## config.mk

```make
export PLATFORM = sky130hd
export DESIGN_NAME = aidc_path_switch
export DESIGN_NICKNAME = d
export VERILOG_FILES = /design/src/rtl/aidc_path_switch.sv
export SDC_FILE = /design/constraint.sdc
export NUM_CORES = 1
export LEC_CHECK = 0
export BUFFER_PORTS_ARGS = -buffer_cell sky130_fd_sc_hd__buf_2
export CAP_MARGIN = 5
export CORE_ASPECT_RATIO = 1.1
export CORE_UTILIZATION = 43
export DETAILED_ROUTE_END_ITERATION = 8
export GPL_ROUTABILITY_DRIVEN = 0
export HOLD_SLACK_MARGIN = 0.12
export PLACE_DENSITY = 0.76
export SLEW_MARGIN = 5
export SYNTH_ARGS = -nofsm -noshare
export SYNTH_HDL_FRONTEND = slang
export SYNTH_SLANG_ARGS = --single-unit
```

## constraint.sdc

```tcl
create_clock -name clk -period 2.89 [get_ports clk]
set_input_delay 0.1445 -clock clk [delete_from_list [all_inputs] [get_ports clk]]
set_output_delay 0.1445 -clock clk [all_outputs]
set_load 0.02 [all_outputs]
```

## src/rtl/aidc_path_switch.sv

```systemverilog
`default_nettype none
// ============================================================================
//  Module      : aidc_path_switch
//  Description : Routes one request/response channel pair either straight to
//                the XHB (mode 0) or through the AIDC compress/decompress loop
//                (mode 1). Every hop ends in a one-entry register slice.
//                A mode change waits until nothing is in flight.
//  Revision    : 1.0 - initial release
// ============================================================================
module aidc_path_switch #(
    parameter int DATA_W  = 32,
    parameter int OUTST_W = 4
) (
    input  logic              clk,
    input  logic              rst_n,

    input  logic              enable_i,
    output logic              mode_o,
    output logic              switch_pending_o,
    output logic [OUTST_W-1:0] outst_o,

    input  logic              src_req_valid_i,
    output logic              src_req_ready_o,
    input  logic [DATA_W-1:0] src_req_data_i,

    output logic              aidc_req_valid_o,
    input  logic              aidc_req_ready_i,
    output logic [DATA_W-1:0] aidc_req_data_o,

    input  logic              caidc_req_valid_i,
    output logic              caidc_req_ready_o,
    input  logic [DATA_W-1:0] caidc_req_data_i,

    output logic              xhb_req_valid_o,
    input  logic              xhb_req_ready_i,
    output logic [DATA_W-1:0] xhb_req_data_o,

    input  logic              xhb_rsp_valid_i,
    output logic              xhb_rsp_ready_o,
    input  logic [DATA_W-1:0] xhb_rsp_data_i,

    output logic              aidc_rsp_valid_o,
    input  logic              aidc_rsp_ready_i,
    output logic [DATA_W-1:0] aidc_rsp_data_o,

    input  logic              daidc_rsp_valid_i,
    output logic              daidc_rsp_ready_o,
    input  logic [DATA_W-1:0] daidc_rsp_data_i,

    output logic              src_rsp_valid_o,
    input  logic              src_rsp_ready_i,
    output logic [DATA_W-1:0] src_rsp_data_o
);

    // Slice indices
    localparam int NSLICE      = 4;
    localparam int SL_XHB_REQ  = 0;
    localparam int SL_AIDC_REQ = 1;
    localparam int SL_AIDC_RSP = 2;
    localparam int SL_SRC_RSP  = 3;

    localparam logic [OUTST_W-1:0] OUTST_MAX = '1;
    localparam logic [OUTST_W-1:0] OUTST_ONE = {{(OUTST_W-1){1'b0}}, 1'b1};

    typedef enum logic [1:0] {
        ST_ACTIVE = 2'd0,
        ST_DRAIN  = 2'd1,
        ST_SWITCH = 2'd2
    } state_t;

    state_t              state_q, state_d;
    logic                mode_q, mode_d;
    logic [OUTST_W-1:0]  outst_q, outst_d;

    logic [NSLICE-1:0]   sl_valid_q, sl_valid_d;
    logic [DATA_W-1:0]   sl_data_q  [NSLICE];
    logic [DATA_W-1:0]   sl_data_d  [NSLICE];
    logic [NSLICE-1:0]   sl_in_valid;
    logic [DATA_W-1:0]   sl_in_data [NSLICE];
    logic [NSLICE-1:0]   sl_out_ready;
    logic [NSLICE-1:0]   sl_in_ready;
    logic [NSLICE-1:0]   sl_load;

    logic                src_req_fire;
    logic                src_rsp_fire;
    logic                all_empty;

    // Downstream readiness of each slice and the resulting upstream readiness
    assign sl_out_ready[SL_XHB_REQ]  = xhb_req_ready_i;
    assign sl_out_ready[SL_AIDC_REQ] = aidc_req_ready_i;
    assign sl_out_ready[SL_AIDC_RSP] = aidc_rsp_ready_i;
    assign sl_out_ready[SL_SRC_RSP]  = src_rsp_ready_i;
    assign sl_in_ready               = ~sl_valid_q | sl_out_ready;
    assign sl_load                   = sl_in_valid & sl_in_ready;

    // New requests are only taken in ACTIVE and while the counter has headroom
    assign src_req_ready_o   = (state_q == ST_ACTIVE) && (outst_q != OUTST_MAX) &&
                               (mode_q ? sl_in_ready[SL_AIDC_REQ] : sl_in_ready[SL_XHB_REQ]);
    assign caidc_req_ready_o = mode_q && sl_in_ready[SL_XHB_REQ];
    assign xhb_rsp_ready_o   = mode_q ? sl_in_ready[SL_AIDC_RSP] : sl_in_ready[SL_SRC_RSP];
    assign daidc_rsp_ready_o = mode_q && sl_in_ready[SL_SRC_RSP];

    assign src_req_fire = src_req_valid_i && src_req_ready_o;
    assign src_rsp_fire = sl_valid_q[SL_SRC_RSP] && src_rsp_ready_i;
    assign all_empty    = ~|sl_valid_q;

    // Select the source feeding each slice according to the active mode
    always_comb begin
        sl_in_valid              = '0;
        sl_in_data[SL_XHB_REQ]   = mode_q ? caidc_req_data_i : src_req_data_i;
        sl_in_data[SL_AIDC_REQ]  = src_req_data_i;
        sl_in_data[SL_AIDC_RSP]  = xhb_rsp_data_i;
        sl_in_data[SL_SRC_RSP]   = mode_q ? daidc_rsp_data_i : xhb_rsp_data_i;
        sl_in_valid[SL_XHB_REQ]  = mode_q ? caidc_req_valid_i : src_req_fire;
        sl_in_valid[SL_AIDC_REQ] = mode_q && src_req_fire;
        sl_in_valid[SL_AIDC_RSP] = mode_q && xhb_rsp_valid_i;
        sl_in_valid[SL_SRC_RSP]  = mode_q ? daidc_rsp_valid_i : xhb_rsp_valid_i;
    end

    // Slice next state: load on accept, otherwise empty once the consumer takes it
    always_comb begin
        sl_valid_d = sl_valid_q;
        for (int i = 0; i < NSLICE; i++) begin
            sl_data_d[i]  = sl_load[i] ? sl_in_data[i] : sl_data_q[i];
            sl_valid_d[i] = sl_load[i] | (sl_valid_q[i] & ~sl_out_ready[i]);
        end
    end

    // Outstanding count: a simultaneous accept and retire leaves it unchanged
    always_comb begin
        outst_d = outst_q;
        case ({src_req_fire, src_rsp_fire})
            2'b10:   outst_d = outst_q + OUTST_ONE;
            2'b01:   outst_d = outst_q - OUTST_ONE;
            default: outst_d = outst_q;
        endcase
    end

    // Mode-change FSM: drain everything in flight before flipping the path
    always_comb begin
        state_d = state_q;
        mode_d  = mode_q;
        case (state_q)
            ST_ACTIVE: begin
                if (enable_i != mode_q) state_d = ST_DRAIN;
            end
            ST_DRAIN: begin
                if (enable_i == mode_q)
                    state_d = ST_ACTIVE;
                else if ((outst_q == '0) && all_empty)
                    state_d = ST_SWITCH;
            end
            ST_SWITCH: begin
                mode_d  = ~mode_q;
                state_d = ST_ACTIVE;
            end
            default: state_d = ST_ACTIVE;
        endcase
    end

    // State, mode, counter and slice registers
    always_ff @(posedge clk or negedge rst_n) begin
        if (!rst_n) begin
            state_q    <= ST_ACTIVE;
            mode_q     <= 1'b0;
            outst_q    <= '0;
            sl_valid_q <= '0;
            for (int i = 0; i < NSLICE; i++) sl_data_q[i] <= '0;
        end else begin
            state_q    <= state_d;
            mode_q     <= mode_d;
            outst_q    <= outst_d;
            sl_valid_q <= sl_valid_d;
            for (int i = 0; i < NSLICE; i++) sl_data_q[i] <= sl_data_d[i];
        end
    end

    assign mode_o           = mode_q;
    assign switch_pending_o = (state_q != ST_ACTIVE);
    assign outst_o          = outst_q;

    assign xhb_req_valid_o  = sl_valid_q[SL_XHB_REQ];
    assign xhb_req_data_o   = sl_data_q[SL_XHB_REQ];
    assign aidc_req_valid_o = sl_valid_q[SL_AIDC_REQ];
    assign aidc_req_data_o  = sl_data_q[SL_AIDC_REQ];
    assign aidc_rsp_valid_o = sl_valid_q[SL_AIDC_RSP];
    assign aidc_rsp_data_o  = sl_data_q[SL_AIDC_RSP];
    assign src_rsp_valid_o  = sl_valid_q[SL_SRC_RSP];
    assign src_rsp_data_o   = sl_data_q[SL_SRC_RSP];

endmodule
`default_nettype wire

```

# Yosys cells after proc, flatten, opt, wreduce, memory -nomap -nowiden
# Index checks and enable logic that the tools add are counted.
[word_totals] regBits=139 output_inout_bits=142
[classes] addsub=2 n_eq_ne=9 n_mux=11 n_bitwise=16 n_reduce_logical=16
[ops] cell="2-to-1 mux 32 bit" count=2
[ops] cell="logical AND 1 bit" count=9
[ops] cell="one-hot mux 4 bit (2 select lines)" count=1
[ops] cell="2-to-1 mux 2 bit" count=3
[ops] cell="inverter 1 bit" count=5
[ops] cell="adder 4 x 1 -> 4 bit (second input constant)" count=1
[ops] cell="AND 1 bit" count=4
[ops] cell="AND 4 bit" count=1
[ops] cell="== test 2 x 1 -> 1 bit (second input constant)" count=2
[ops] cell="== test 2 bit (second input constant)" count=2
[ops] cell="zero test 4 bit" count=1
[ops] cell="2-to-1 mux 1 bit" count=4
[ops] cell="!= test 4 bit (second input constant)" count=1
[ops] cell="inverter 4 bit" count=1
[ops] cell="bitwise OR 1 bit" count=4
[ops] cell="bitwise OR 4 bit" count=1
[ops] cell="one-hot mux 2 bit (2 select lines)" count=1
[ops] cell="nonzero test 2 bit" count=2
[ops] cell="OR reduction 4 bit" count=1
[ops] cell="subtractor 4 x 1 -> 4 bit (second input constant)" count=1
[ops] cell="!= test 3 bit (second input constant)" count=1
[ops] cell="zero test 2 bit" count=1
[ops] cell="!= test 2 x 1 -> 1 bit (second input constant)" count=1
[ops] cell="AND reduction 2 bit" count=1
[ops] cell="3 further kinds" count=3

# Depth between registers and ports, before layout
# Gate-level depths: netlist of run 1.
[depth] ltp_word=8 depth_mapped=11 ltp_nobuf=8

# Least setup slack after synthesis of run 1
# Ideal clock, no wire load.
[synth_path] kind="reg-to-reg" start="register mode_q (netlist: mode_o)" end="register outst_q[3] (netlist: outst_o[3])" setup_ns=0.134 arrival_time_ns=2.905 required_time_ns=2.756 slack_ns=-0.149 stages_incl_launch_ff=12 path_buffers=3 synth_period_minus_slack_ns=3.039 cell_sequence="dfrtp_1 buf_2 buf_4 buf_4 nand3b_1 o2111a_1 nand2_1 ha_1 ha_1 or4b_2 o311ai_0 o211ai_1"
[synth_between] elab_chain_cells=5
[synth_lines] element="from (decl)" line_no="72" source="logic mode_q, mode_d;"
[synth_lines] element="from (signal assigned)" line_no="171" source="mode_q <= mode_d;"
[synth_lines] element="2-to-1 mux 1 bit *" line_no="98" source="(mode_q ? sl_in_ready[SL_AIDC_REQ] : sl_in_ready[SL_XHB_REQ]);"
[synth_lines] element="logical AND 1 bit *" line_no="97" source="assign src_req_ready_o = (state_q == ST_ACTIVE) && (outst_q != OUTST_MAX) &&"
[synth_lines] element="named net src_req_ready_o" line_no="23" source="output logic src_req_ready_o,"
[synth_lines] element="logical AND 1 bit *" line_no="103" source="assign src_req_fire = src_req_valid_i && src_req_ready_o;"
[synth_lines] element="== test 2 x 1 -> 1 bit or == test 2 bit (tied branches)" line_no="132" source="case ({src_req_fire, src_rsp_fire})"
[synth_lines] element="one-hot mux 4 bit (2 select lines) or nonzero test 2 bit (tied branches)"
[synth_lines] element="to (signal assigned)" line_no="172" source="outst_q <= outst_d;"
[synth_lines] element="to (decl)" line_no="73" source="logic [OUTST_W-1:0] outst_q, outst_d;"
# The timed path passes the listed nets; every way through them passes the cells marked *.
# A chain may end at the register's enable or synchronous reset.

# Worst setup path after layout of run 1
[layout_path] start="register mode_q (netlist: mode_o)" end="register sl_data_q, in the netlist aidc_req_data_o[24]"
[layout_between] elab_chain_cells=5
[layout_lines] element="2-to-1 mux 1 bit" line_no="98"
[layout_lines] element="logical AND 1 bit" line_no="97"
[layout_lines] element="logical AND 1 bit" line_no="103"
[layout_lines] element="logical AND 1 bit *" line_no="115" source="sl_in_valid[SL_AIDC_REQ] = mode_q && src_req_fire;"
[layout_lines] element="AND 4 bit *" line_no="94" source="assign sl_load = sl_in_valid & sl_in_ready;"
[layout_lines] element="to (decl)" line_no="76" source="logic [DATA_W-1:0] sl_data_q [NSLICE];"
# Mark *: on every way between the ends. The rest lies on a longest branch, timed or not.

==> results of run 1 <==
[logic make-up (layout without fill, tap and decap cells)]
logic type                 after synthesis  count (layout)  synth area share
DFF                                    139             139             0.538
xor gates and xnor gates                 4               4           0.00542
other                                    0               1                 0
muxes                                  131             131             0.228
and+or+nand+nor                         69              69            0.0681
AOI/OAI and AO/OA                      107             107             0.112
buffers and inverters                   47             463            0.0402
adders and majority gates                4               4           0.00890
[cells in the mapped netlist, types with 2 or more instances]
| cell type | instances | area share |
|---|---|---|
| sky130_fd_sc_hd__a21oi_1 | 36 | 0.028 |
| sky130_fd_sc_hd__and2_1 | 3 | 0.0029 |
| sky130_fd_sc_hd__a211oi_1 | 32 | 0.037 |
| sky130_fd_sc_hd__xnor2_1 | 3 | 0.0041 |
| sky130_fd_sc_hd__a22oi_1 | 32 | 0.037 |
| sky130_fd_sc_hd__nor3b_1 | 3 | 0.0035 |
| sky130_fd_sc_hd__mux2_1 | 4 | 0.0070 |
| sky130_fd_sc_hd__dfrtp_1 | 139 | 0.54 |
| sky130_fd_sc_hd__inv_1 | 6 | 0.0035 |
| sky130_fd_sc_hd__buf_4 | 6 | 0.0070 |
| sky130_fd_sc_hd__nand3_1 | 2 | 0.0015 |
| sky130_fd_sc_hd__ha_1 | 3 | 0.0058 |
| sky130_fd_sc_hd__buf_2 | 13 | 0.010 |
| sky130_fd_sc_hd__nor2b_1 | 35 | 0.034 |
| sky130_fd_sc_hd__nor2_1 | 7 | 0.0041 |
| sky130_fd_sc_hd__buf_6 | 6 | 0.010 |
| sky130_fd_sc_hd__mux2i_1 | 2 | 0.0031 |
| sky130_fd_sc_hd__clkbuf_1 | 15 | 0.0087 |
| sky130_fd_sc_hd__mux2_2 | 125 | 0.22 |
| sky130_fd_sc_hd__nand2b_1 | 5 | 0.0048 |
| sky130_fd_sc_hd__nand4_1 | 2 | 0.0019 |
| sky130_fd_sc_hd__nand2_1 | 5 | 0.0029 |
[flip-flops by register name (all words and copies together) (netlist names)]
name	count
aidc_req_data_o	32
aidc_rsp_data_o	32
src_rsp_data_o	32
xhb_req_data_o	32
outst_o	4
sl_valid_q	4
state_q	2
mode_o	1
[critical path: stages, from the launching register on]
cell and delay [ps]:
sky130_fd_sc_hd__dfrtp_4 420, sky130_fd_sc_hd__buf_4 690, sky130_fd_sc_hd__nand4_4 770, sky130_fd_sc_hd__mux2_2 530
[worst min path at each step]
stage,slack [ps],depth (start not counted),end
detailed placement,230,1,aidc_req_data_o[1]
global route,340,4,outst_o[1]
CTS,270,4,outst_o[0]
floorplan,-150,0,aidc_req_data_o[0]
global placement,230,1,aidc_req_data_o[1]
finish,300,4,outst_o[0]
[per-layer routing]
layer  vias up  track usage  share of wire
met1      2820        0.303           0.40
met2       279        0.440           0.50
met3        45       0.0777          0.078
met4         2        0.124          0.026
met5         -            0        0.00060
li1       2662            -              -
[metrics by stage]
step / worst slack [ps] / total power [µW] / cells
2_1_floorplan: 65.1 / 6190 / 501
3_3_place_gp: 399 / 7560 / 943
3_5_place_dp: 385 / 7660 / 943
4_1_cts: 361 / 10100 / 1109
5_1_grt: 137 / 10700 / 1109
6_report: 340 / 10200 / 1110
[where the power goes]
group	internal [µW]	switching [µW]	total (µW)
clock	1440	860	2300
combinational	1870	2640	4510
sequential	2840	511	3350
total	6150	4010	10200
[layout make-up]
cell class / count / share of cell area
well taps: 192 / 0.0241
clock buffers: 17 / 0.0426
diodes: 1 / 0.000251
inverters: 7 / 0.00263
repair buffers: 425 / 0.285
multi-input cells: 315 / 0.276
clock inverters: 14 / 0.0197
flip-flops and latches: 139 / 0.349
[repair_timing]
action                    in CTS  in global routing
buffers inserted               0                  0
hold endpoints to repair     208                  0
hold buffers                 135                  0
==> reports/summary.txt, run 1 <==
Synth Register Bits: 139
Port Buffer Count: 280
kind of end point of the critical path: register
worst IR drop on VDD: 0.549 mV
initial core utilization: 0.444
Net count, final: 1048
clock buffer depth: 2
vias in the first global route: 6001
total length of routed wires: 19900 µm
post-synthesis async set-or-reset flop share: 1.00
number of placed I/O pins: 281
share of post-route cells with drive strength above 1: 0.501
worst reg2reg path depth: 3
number of CTS-inserted buffers: 17
post-layout min period: 2550 ps
Detail Placement HPWL: 11800 µm
Clock Sinks: 139
register clock-pin slew on the reported worst setup and hold paths: 60 ps
max frequency: 392 MHz
data required time at the worst endpoint: 3190 ps
GR Util All Layers: 0.259
detailed-router iteration count before antenna repair: 4
area of the core: 0.0146 mm²
leakage dissipation: 0.00455 µW
launching element of the worst setup path: mode_o
TritonCTS clock tree: yes
overall via count from detail_route: 5808
vias per inst: 5.23
H-tree depth: 4
final-layout worst hold slack: 301 ps
count of pins over their slew limit: 0
Non-Filler Cell Area, Final: 0.00998 mm²
Hold Violations, Final: 0
final clock skew: 8.91 ps
number of maximum-capacitance violations: 0
startpoint kind of the worst setup timing path: register
sequential fraction of the synthesis area: 0.538
area post-placement: 0.00800 mm²
post-synth net total: 644
utilization of the core after routing: 0.685
HP Start: src_req_valid_i
cell area power density: 1020 mW/mm²
most frequent cells in the layout: sky130_fd_sc_hd__buf_2 (279), sky130_fd_sc_hd__dfrtp_1 (138), sky130_fd_sc_hd__dlygate4sd3_1 (135)
Cell Rows: 46
synth warn: 0
die height: 131 µm
Critical Path Sink: aidc_req_data_o[24]
global-route wire length before repair: 31000 µm
Iteration-0 DRC Markers: 361
count of mapped cells out of synthesis: 501
largest net degree at the start of global routing: 83
Final Setup Violations: 0
Post-route DRC: 0
die width: 119 µm
Rel. slew slack: 0.384
cts repair resizes: 0
Total Negative Setup Slacks: 0 ps
total global routing overflow: 0
most common cell after layout, fill and taps aside: sky130_fd_sc_hd__buf_2
Arrival @ worst endpoint: 2850 ps
antenna violations before repair: 2
Fillers: 1002
biggest fanout along the worst timing path: 82
crit share post-route: 0.882
Die Outline Area: 0.0155 mm²
worst-case register-to-register setup slack: 340 ps
EDFF count, synth: 0
Yosys cell types: 39
endpoint of the worst register-to-register path: aidc_req_data_o[24]
RSZ-0062 raised after global routing: false
slew of the pin with the lowest slew margin: 925 ps
mapped cell area: 0.00647 mm²
area occupied by multi-input gates: 0.00276 mm²
routed len/inst: 18.0 µm
result of the run: completed
library cell used as clock root buffer: sky130_fd_sc_hd__clkbuf_16
later-pin clock latency in the skew report: 420 ps
per-instance average area after synthesis: 12.9 µm²
kind of path behind the tightest hold check: in -> reg
area taken by flip-flops and latches: 0.00348 mm²
Setup CP Type: reg -> reg
Reg2Reg Launch Point: mode_o
Main synth FF type: sky130_fd_sc_hd__dfrtp_1
antenna viol nets, final: 0
synthesis-to-finish area growth: 54.3%
(Power assumes the default switching activity.)
==> inputs of run 2 (changes only) <==
--- a/config.mk
+++ b/config.mk
@@ -12,7 +12,7 @@
 export DETAILED_ROUTE_END_ITERATION = 8
 export GPL_ROUTABILITY_DRIVEN = 0
 export HOLD_SLACK_MARGIN = 0.12
-export PLACE_DENSITY = 0.76
+export PLACE_DENSITY_LB_ADDON = 0.15
 export SLEW_MARGIN = 5
 export SYNTH_ARGS = -nofsm -noshare
 export SYNTH_HDL_FRONTEND = slang
==> run 2 against run 1 <==
- core utilization shrank 0.64 points
- hold slack better by 9.0 ps
- sequential share of layout area is 0.33 points higher
- sequential cell count unchanged
- critical path depth grew 4
- final cell count stayed put
- cell area down 0.93%
- total power shrank 3.4%
- clock skew shrank 2.8 ps
- clock-buffer cell count is 6 higher
- non-clock buffer count fell by 1
- critical path type unchanged
- critical endpoint is now outst_o[3]
- highest routed layer is now met4
==> reports/summary.txt, run 2 (synthesized netlist as in run 1, its figures left out) <==
area occupied by multi-input gates: 0.00276 mm² (+0.18%)
portion of total power attributed to sequential cells: 0.344 (+0.014)
Rel. slew slack: 0.508 (+0.124)
number of placed I/O pins: 281 (unchanged)
clock network power share: 0.201 (-0.026)
hold-critical path endpoint: xhb_req_data_o[8]
endpoint of the worst register-to-register path: outst_o[3]
switching power summed over all nets: 3910 µW (-2.4%)
antenna viol nets, final: 0 (unchanged)
die height: 131 µm (unchanged)
clock buffer depth: 2 (unchanged)
Setup CP Type: reg -> reg
H-tree depth: 4 (unchanged)
post-layout min period: 2520 ps (-32.4 ps)
Net count, final: 1047 (-0.095%)
later-pin clock latency in the skew report: 410 ps (about the same)
Non-Filler Cell Area, Final: 0.00988 mm² (-0.93%)
leakage dissipation: 0.00451 µW (-0.85%)
area of the core: 0.0146 mm² (unchanged)
crit share post-route: 0.871 (-0.0112)
RSZ-0062 raised after global routing: false
Arrival @ worst endpoint: 2800 ps (-50 ps)
startpoint kind of the worst setup timing path: register
non-filler instance count after layout: 1110 (unchanged)
worst-case register-to-register setup slack: 370 ps (+30 ps)
launching element of the worst setup path: mode_o
register clock-pin slew on the reported worst setup and hold paths: 60 ps (about the same)
routed len/inst: 17.6 µm (-1.8%)
cts repair resizes: 0 (unchanged)
initial core utilization: 0.444 (unchanged)
slowest cell on the critical path: sky130_fd_sc_hd__or4b_2
most common cell after layout, fill and taps aside: sky130_fd_sc_hd__buf_2
biggest fanout along the worst timing path: 16 (-80%)
sum of buffers and inverters on the critical path: 0 (-1)
cell total after placement: 942 (-0.11%)
Cell Rows: 46 (unchanged)
slew of the pin with the lowest slew margin: 738 ps (-186 ps)
Port Buffer Count: 280 (unchanged)
max frequency: 397 MHz (+1.3%)
worst reg2reg path depth: 7 (+4)
total length of routed wires: 19600 µm (-1.8%)
count of pins over their slew limit: 0 (unchanged)
utilization of the core after routing: 0.679 (-0.00636)
number of CTS-inserted buffers: 17 (unchanged)
vias in the first global route: 6137 (+2.3%)
share of post-route cells with drive strength above 1: 0.495 (-0.00600)
Sw Ratio: 0.399 (+0.00411)
slack of the critical path: 373 ps (+32.4 ps)
TritonCTS clock tree: yes
library cell used as clock root buffer: sky130_fd_sc_hd__clkbuf_16
area post-placement: 0.00800 mm² (about the same)
kind of end point of the critical path: register
most frequent cells in the layout: sky130_fd_sc_hd__buf_2 (279), sky130_fd_sc_hd__dfrtp_1 (138), sky130_fd_sc_hd__dlygate4sd3_1 (135)
global-route wire length before repair: 30700 µm (-0.82%)
area taken by flip-flops and latches: 0.00348 mm² (unchanged)
kind of path behind the tightest hold check: in -> reg
HP Start: xhb_req_ready_i
crit path cell chain: o2111a_2 > nand2_1 > ha_2 > ha_4 > or4b_2 > o311ai_0 > o211ai_1
overall via count from detail_route: 5728 (-1.4%)
result of the run: completed
worst IR drop on VDD: 0.540 mV (-1.7%)
Post-route DRC: 0 (unchanged)
Total Negative Setup Slacks: 0 ps (unchanged)
delay contributed by the slowest stage of the critical path: 650 ps (-120 ps)
Fillers: 1089 (+8.7%)
Reg2Reg Launch Point: mode_o
largest net degree at the start of global routing: 78 (-6.0%)
vias per inst: 5.16 (-1.4%)
Hold Violations, Final: 0 (unchanged)
number of maximum-capacitance violations: 0 (unchanged)
Detail Placement HPWL: 12200 µm (+3.6%)
data required time at the worst endpoint: 3170 ps (-20 ps)
die width: 119 µm (unchanged)
Power Internal: 5900 µW (-4.1%)
Worst Hold Depth: 4 (unchanged)
GR Util All Layers: 0.257 (-0.00175)
final clock skew: 6.08 ps (-2.83 ps)
total global routing overflow: 0 (unchanged)
detailed-router iteration count before antenna repair: 4 (unchanged)
Clock Sinks: 139 (unchanged)
Die Outline Area: 0.0155 mm² (unchanged)
synthesis-to-finish area growth: 52.8%
part of the total power dissipated in combinational logic: 0.455 (+0.011)
antenna violations before repair: 1 (-1)
Iteration-0 DRC Markers: 264 (-27%)
cell area power density: 993 mW/mm² (-2.5%)
setup slack after placement: 387 ps (+1.99 ps)
critical path's top delay family: simple AND/OR/NAND/NOR gates
Final Setup Violations: 0 (unchanged)
==> run 2: changes by cell type in the layout (fill, tap and decap cells not counted) <==
cell / before / now
sky130_fd_sc_hd__nor2_4: 0 / 1
sky130_fd_sc_hd__clkbuf_8: 0 / 1
sky130_fd_sc_hd__clkinv_2: 2 / 5
sky130_fd_sc_hd__buf_4: 9 / 8
sky130_fd_sc_hd__bufinv_16: 4 / 1
sky130_fd_sc_hd__inv_6: 1 / 0
sky130_fd_sc_hd__clkbuf_1: 0 / 5
sky130_fd_sc_hd__diode_2: 1 / 2
sky130_fd_sc_hd__clkinv_4: 4 / 1
sky130_fd_sc_hd__clkinvlp_4: 3 / 1
sky130_fd_sc_hd__nor2_2: 1 / 0
==> run 2: how the worst max path moves through the flow <==
stage / cells past startpoint / slack [ps] / endpoint
2_1_floorplan: 11 / 70 / outst_o[3]
3_3_place_gp: 7 / 440 / outst_o[3]
3_5_place_dp: 7 / 390 / outst_o[3]
4_1_cts: 7 / 380 / outst_o[3]
5_1_grt: 8 / 250 / outst_o[3]
6_report: 7 / 370 / outst_o[3]
==> run 2: stage by stage <==
| step | hold slack, ps | power, µW |
|---|---|---|
| final | 310 | 9820 |
| after global routing | 343 | 10400 |
| after CTS | 292 | 9850 |
| after detailed placement | 228 | 7690 |
| after global placement | 233 | 7580 |
| after floorplan | -151 | 6190 |
==> run 2: repair_timing <==
item / CTS / global route
endpoints found under the hold margin: 208 / 0
buffers inserted: 0 / 0
setup endpoints to repair: 0 / 0
hold buffers: 135 / 0
==> run 2: cell type report <==
class	instances	share of cell area
clock buffer	23	0.0463
clock inverter	8	0.00722
sequential	139	0.352
inverter	7	0.00266
antenna	2	0.000506
tap	192	0.0243
timing repair buffer	424	0.287
multi-input combinational	315	0.279
==> run 2: tightest hold or removal path, cell delays in order <==
cell	delay [ps]
sky130_fd_sc_hd__buf_2	100
sky130_fd_sc_hd__nor2b_2	110
sky130_fd_sc_hd__a211oi_1	220
sky130_fd_sc_hd__a22oi_1	90
==> run 2: metal layers <==
| layer | up-vias | track usage | routed length [µm] |
|---|---|---|---|
| li1 | 2647 | - | - |
| met1 | 2803 | 0.295 | 7790 |
| met2 | 242 | 0.453 | 9910 |
| met3 | 36 | 0.0707 | 1370 |
| met4 | 0 | 0.113 | 503 |
| met5 | - | 0 | 0 |
==> run 2: power by group through the flow <==
stage | logic, µW | clock network (µW) | registers (µW)
CTS | 4470 | 2020 | 3360
global placement | 4240 | 0 | 3340
global route | 4790 | 2100 | 3500
floorplan | 1750 | 0 | 4450
finish | 4470 | 1970 | 3370
detailed placement | 4320 | 0 | 3380
==> inputs of run 3 (changes only) <==
--- a/config.mk
+++ b/config.mk
@@ -8,7 +8,7 @@
 export BUFFER_PORTS_ARGS = -buffer_cell sky130_fd_sc_hd__buf_2
 export CAP_MARGIN = 5
 export CORE_ASPECT_RATIO = 1.1
-export CORE_UTILIZATION = 43
+export CORE_UTILIZATION = 48
 export DETAILED_ROUTE_END_ITERATION = 8
 export GPL_ROUTABILITY_DRIVEN = 0
 export HOLD_SLACK_MARGIN = 0.12
==> constraint.sdc (replaced) <==
create_clock -name clk -period 2.7 [get_ports clk]
set_input_delay 0.135 -clock clk [delete_from_list [all_inputs] [get_ports clk]]
set_output_delay 0.135 -clock clk [all_outputs]
set_load 0.02 [all_outputs]
==> run 3 against run 2 <==
- via count shrank 0.58%
- die area fell by 10%
- total power grew 10%
- clock-buffer cell count rose by 4
- worst setup slack worse by 170 ps
- clock skew grew 1.1 ps
- cell area up 0.92%
- largest power group unchanged
==> reports/summary.txt, run 3 (synthesized netlist as in run 1, its figures left out) <==
result of the run: completed
utilization of the core after routing: 0.758 (+0.0794)
Die Outline Area: 0.0139 mm² (-10%)
Total Negative Setup Slacks: 0 ps (unchanged)
RSZ-0062 raised after global routing: false
final clock skew: 7.18 ps (+1.10 ps)
most common cell after layout, fill and taps aside: sky130_fd_sc_hd__buf_2
Port Buffer Count: 280 (unchanged)
count of pins over their slew limit: 0 (unchanged)
Net count, final: 1050 (+0.29%)
worst IR drop on VDD: 0.611 mV (+13%)
Arrival @ worst endpoint: 2790 ps (about the same)
overall via count from detail_route: 5695 (-0.58%)
Rel. slew slack: 0.377 (-0.131)
H-tree depth: 4 (unchanged)
crit share post-route: 0.925 (+0.0542)
clock buffer depth: 2 (unchanged)
detailed-router iteration count before antenna repair: 4 (unchanged)
Iteration-0 DRC Markers: 321 (+22%)
number of CTS-inserted buffers: 17 (unchanged)
TritonCTS clock tree: yes
kind of end point of the critical path: register
synthesis-to-finish area growth: 54.3%
largest net degree at the start of global routing: 86 (+10%)
leakage dissipation: 0.00457 µW (+1.3%)
kind of path behind the tightest hold check: in -> reg
area occupied by multi-input gates: 0.00279 mm² (+1.0%)
total length of routed wires: 19500 µm (-0.37%)
cell area power density: 1090 mW/mm² (+9.4%)
later-pin clock latency in the skew report: 410 ps (about the same)
number of placed I/O pins: 281 (unchanged)
data required time at the worst endpoint: 2990 ps (-180 ps)
register clock-pin slew on the reported worst setup and hold paths: 50 ps (about the same)
post-layout min period: 2500 ps (-19.2 ps)
Detail Placement HPWL: 11800 µm (-3.6%)
die height: 124 µm (-5.3%)
number of antenna repair diodes: 0 (-2)
vias in the first global route: 6036 (-1.6%)
slack of the critical path: 202 ps (-171 ps)
most frequent cells in the layout: sky130_fd_sc_hd__buf_2 (279), sky130_fd_sc_hd__dfrtp_1 (138), sky130_fd_sc_hd__dlygate4sd3_1 (135)
routed len/inst: 18.0 µm (+2.3%)
initial core utilization: 0.491 (+0.0474)
setup slack after placement: 170 ps (-217 ps)
library cell used as clock root buffer: sky130_fd_sc_hd__clkbuf_16
biggest fanout along the worst timing path: 9 (-7)
GR Util All Layers: 0.281 (+0.0243)
Hold Violations, Final: 0 (unchanged)
startpoint kind of the worst setup timing path: register
Fillers: 857 (-21%)
area of the core: 0.0132 mm² (-9.6%)
antenna violations before repair: 0 (-1)
Clock Sinks: 139 (unchanged)
number of maximum-capacitance violations: 0 (unchanged)
area taken by flip-flops and latches: 0.00348 mm² (unchanged)
vias per inst: 5.27 (+2.1%)
slew of the pin with the lowest slew margin: 934 ps (+196 ps)
global-route wire length before repair: 30300 µm (-1.4%)
Final Setup Violations: 0 (unchanged)
Post-route DRC: 0 (unchanged)
Setup CP Type: reg -> reg
max frequency: 400 MHz (+0.77%)
antenna viol nets, final: 0 (unchanged)
die width: 113 µm (-5.3%)
share of post-route cells with drive strength above 1: 0.501 (+0.00655)
total global routing overflow: 0 (unchanged)
Cell Rows: 44 (-4.3%)
-- run 3: cell types whose count changed in the layout (fill, tap and decap cells not counted), moves of 2 or more --
cell                       previous run  this run
sky130_fd_sc_hd__diode_2              2         0
sky130_fd_sc_hd__clkinv_2             5         2
sky130_fd_sc_hd__buf_4                8        10
sky130_fd_sc_hd__clkbuf_8             1         8
sky130_fd_sc_hd__clkbuf_1             5         2
-- run 3: per-layer routing --
| metal | GRT usage | vias to the layer above | share of wire |
|---|---|---|---|
| met5 | 0 | - | 0 |
| met1 | 0.320 | 2769 | 0.38 |
| met4 | 0.128 | 0 | 0.031 |
| met3 | 0.0856 | 42 | 0.076 |
| met2 | 0.491 | 239 | 0.51 |
| li1 | - | 2645 | - |
-- run 3: critical path, cell delays in order (launching register included) --
cell                       delay [ps]
sky130_fd_sc_hd__dfrtp_1          460
sky130_fd_sc_hd__nand4_2          290
sky130_fd_sc_hd__o2111a_2         240
sky130_fd_sc_hd__nand2_2           80
sky130_fd_sc_hd__ha_4             180
sky130_fd_sc_hd__ha_4             220
sky130_fd_sc_hd__or4b_2           660
sky130_fd_sc_hd__o311ai_1         110
sky130_fd_sc_hd__o211ai_1         120
-- run 3: report_power, final --
group | internal (µW) | switching, µW | total, µW
Combinational | 2010 | 2820 | 4830
Sequential | 3050 | 565 | 3610
Clock | 1560 | 843 | 2400
-- run 3: stage by stage --
| step | instances | area [µm²] | total power [µW] | hold slack, ps |
|---|---|---|---|---|
| CTS | 1080 | 9950 | 10800 | 194 |
| global placement | 913 | 7980 | 8100 | 191 |
| finish | 1081 | 9970 | 10800 | 206 |
| floorplan | 501 | 6510 | 6650 | -161 |
| global route | 1081 | 9970 | 11500 | 211 |
| detailed placement | 913 | 7980 | 8230 | 200 |
-- run 3: final cells by class --
| class | instances | area share |
|---|---|---|
| inverters | 7 | 0.00263 |
| well taps | 161 | 0.0202 |
| clock buffers | 27 | 0.0544 |
| flip-flops and latches | 139 | 0.349 |
| clock inverters | 5 | 0.00778 |
| multi-input cells | 316 | 0.280 |
| repair buffers | 426 | 0.286 |
-- run 3: worst paths after layout --
check,from,endpoint,slack (ps),depth (start not counted)
max,outst_o[0],outst_o[3],200,8
min,src_req_valid_i,outst_o[0],210,4
max reg2reg,outst_o[0],outst_o[3],200,8
min reg2reg,src_rsp_data_o[2],src_rsp_data_o[2],490,1
max in group asynchronous,rst_n,aidc_rsp_data_o[23],1660,3
min in group asynchronous,rst_n,aidc_req_data_o[20],320,2
-- run 3: what timing repair did --
item / 4_1_cts / 5_1_grt
hold endpoints to repair: 203 / 0
resized for setup: 0 / 1
setup buffers: 0 / 0
hold buffers: 135 / 0
setup endpoints to repair: 0 / 32
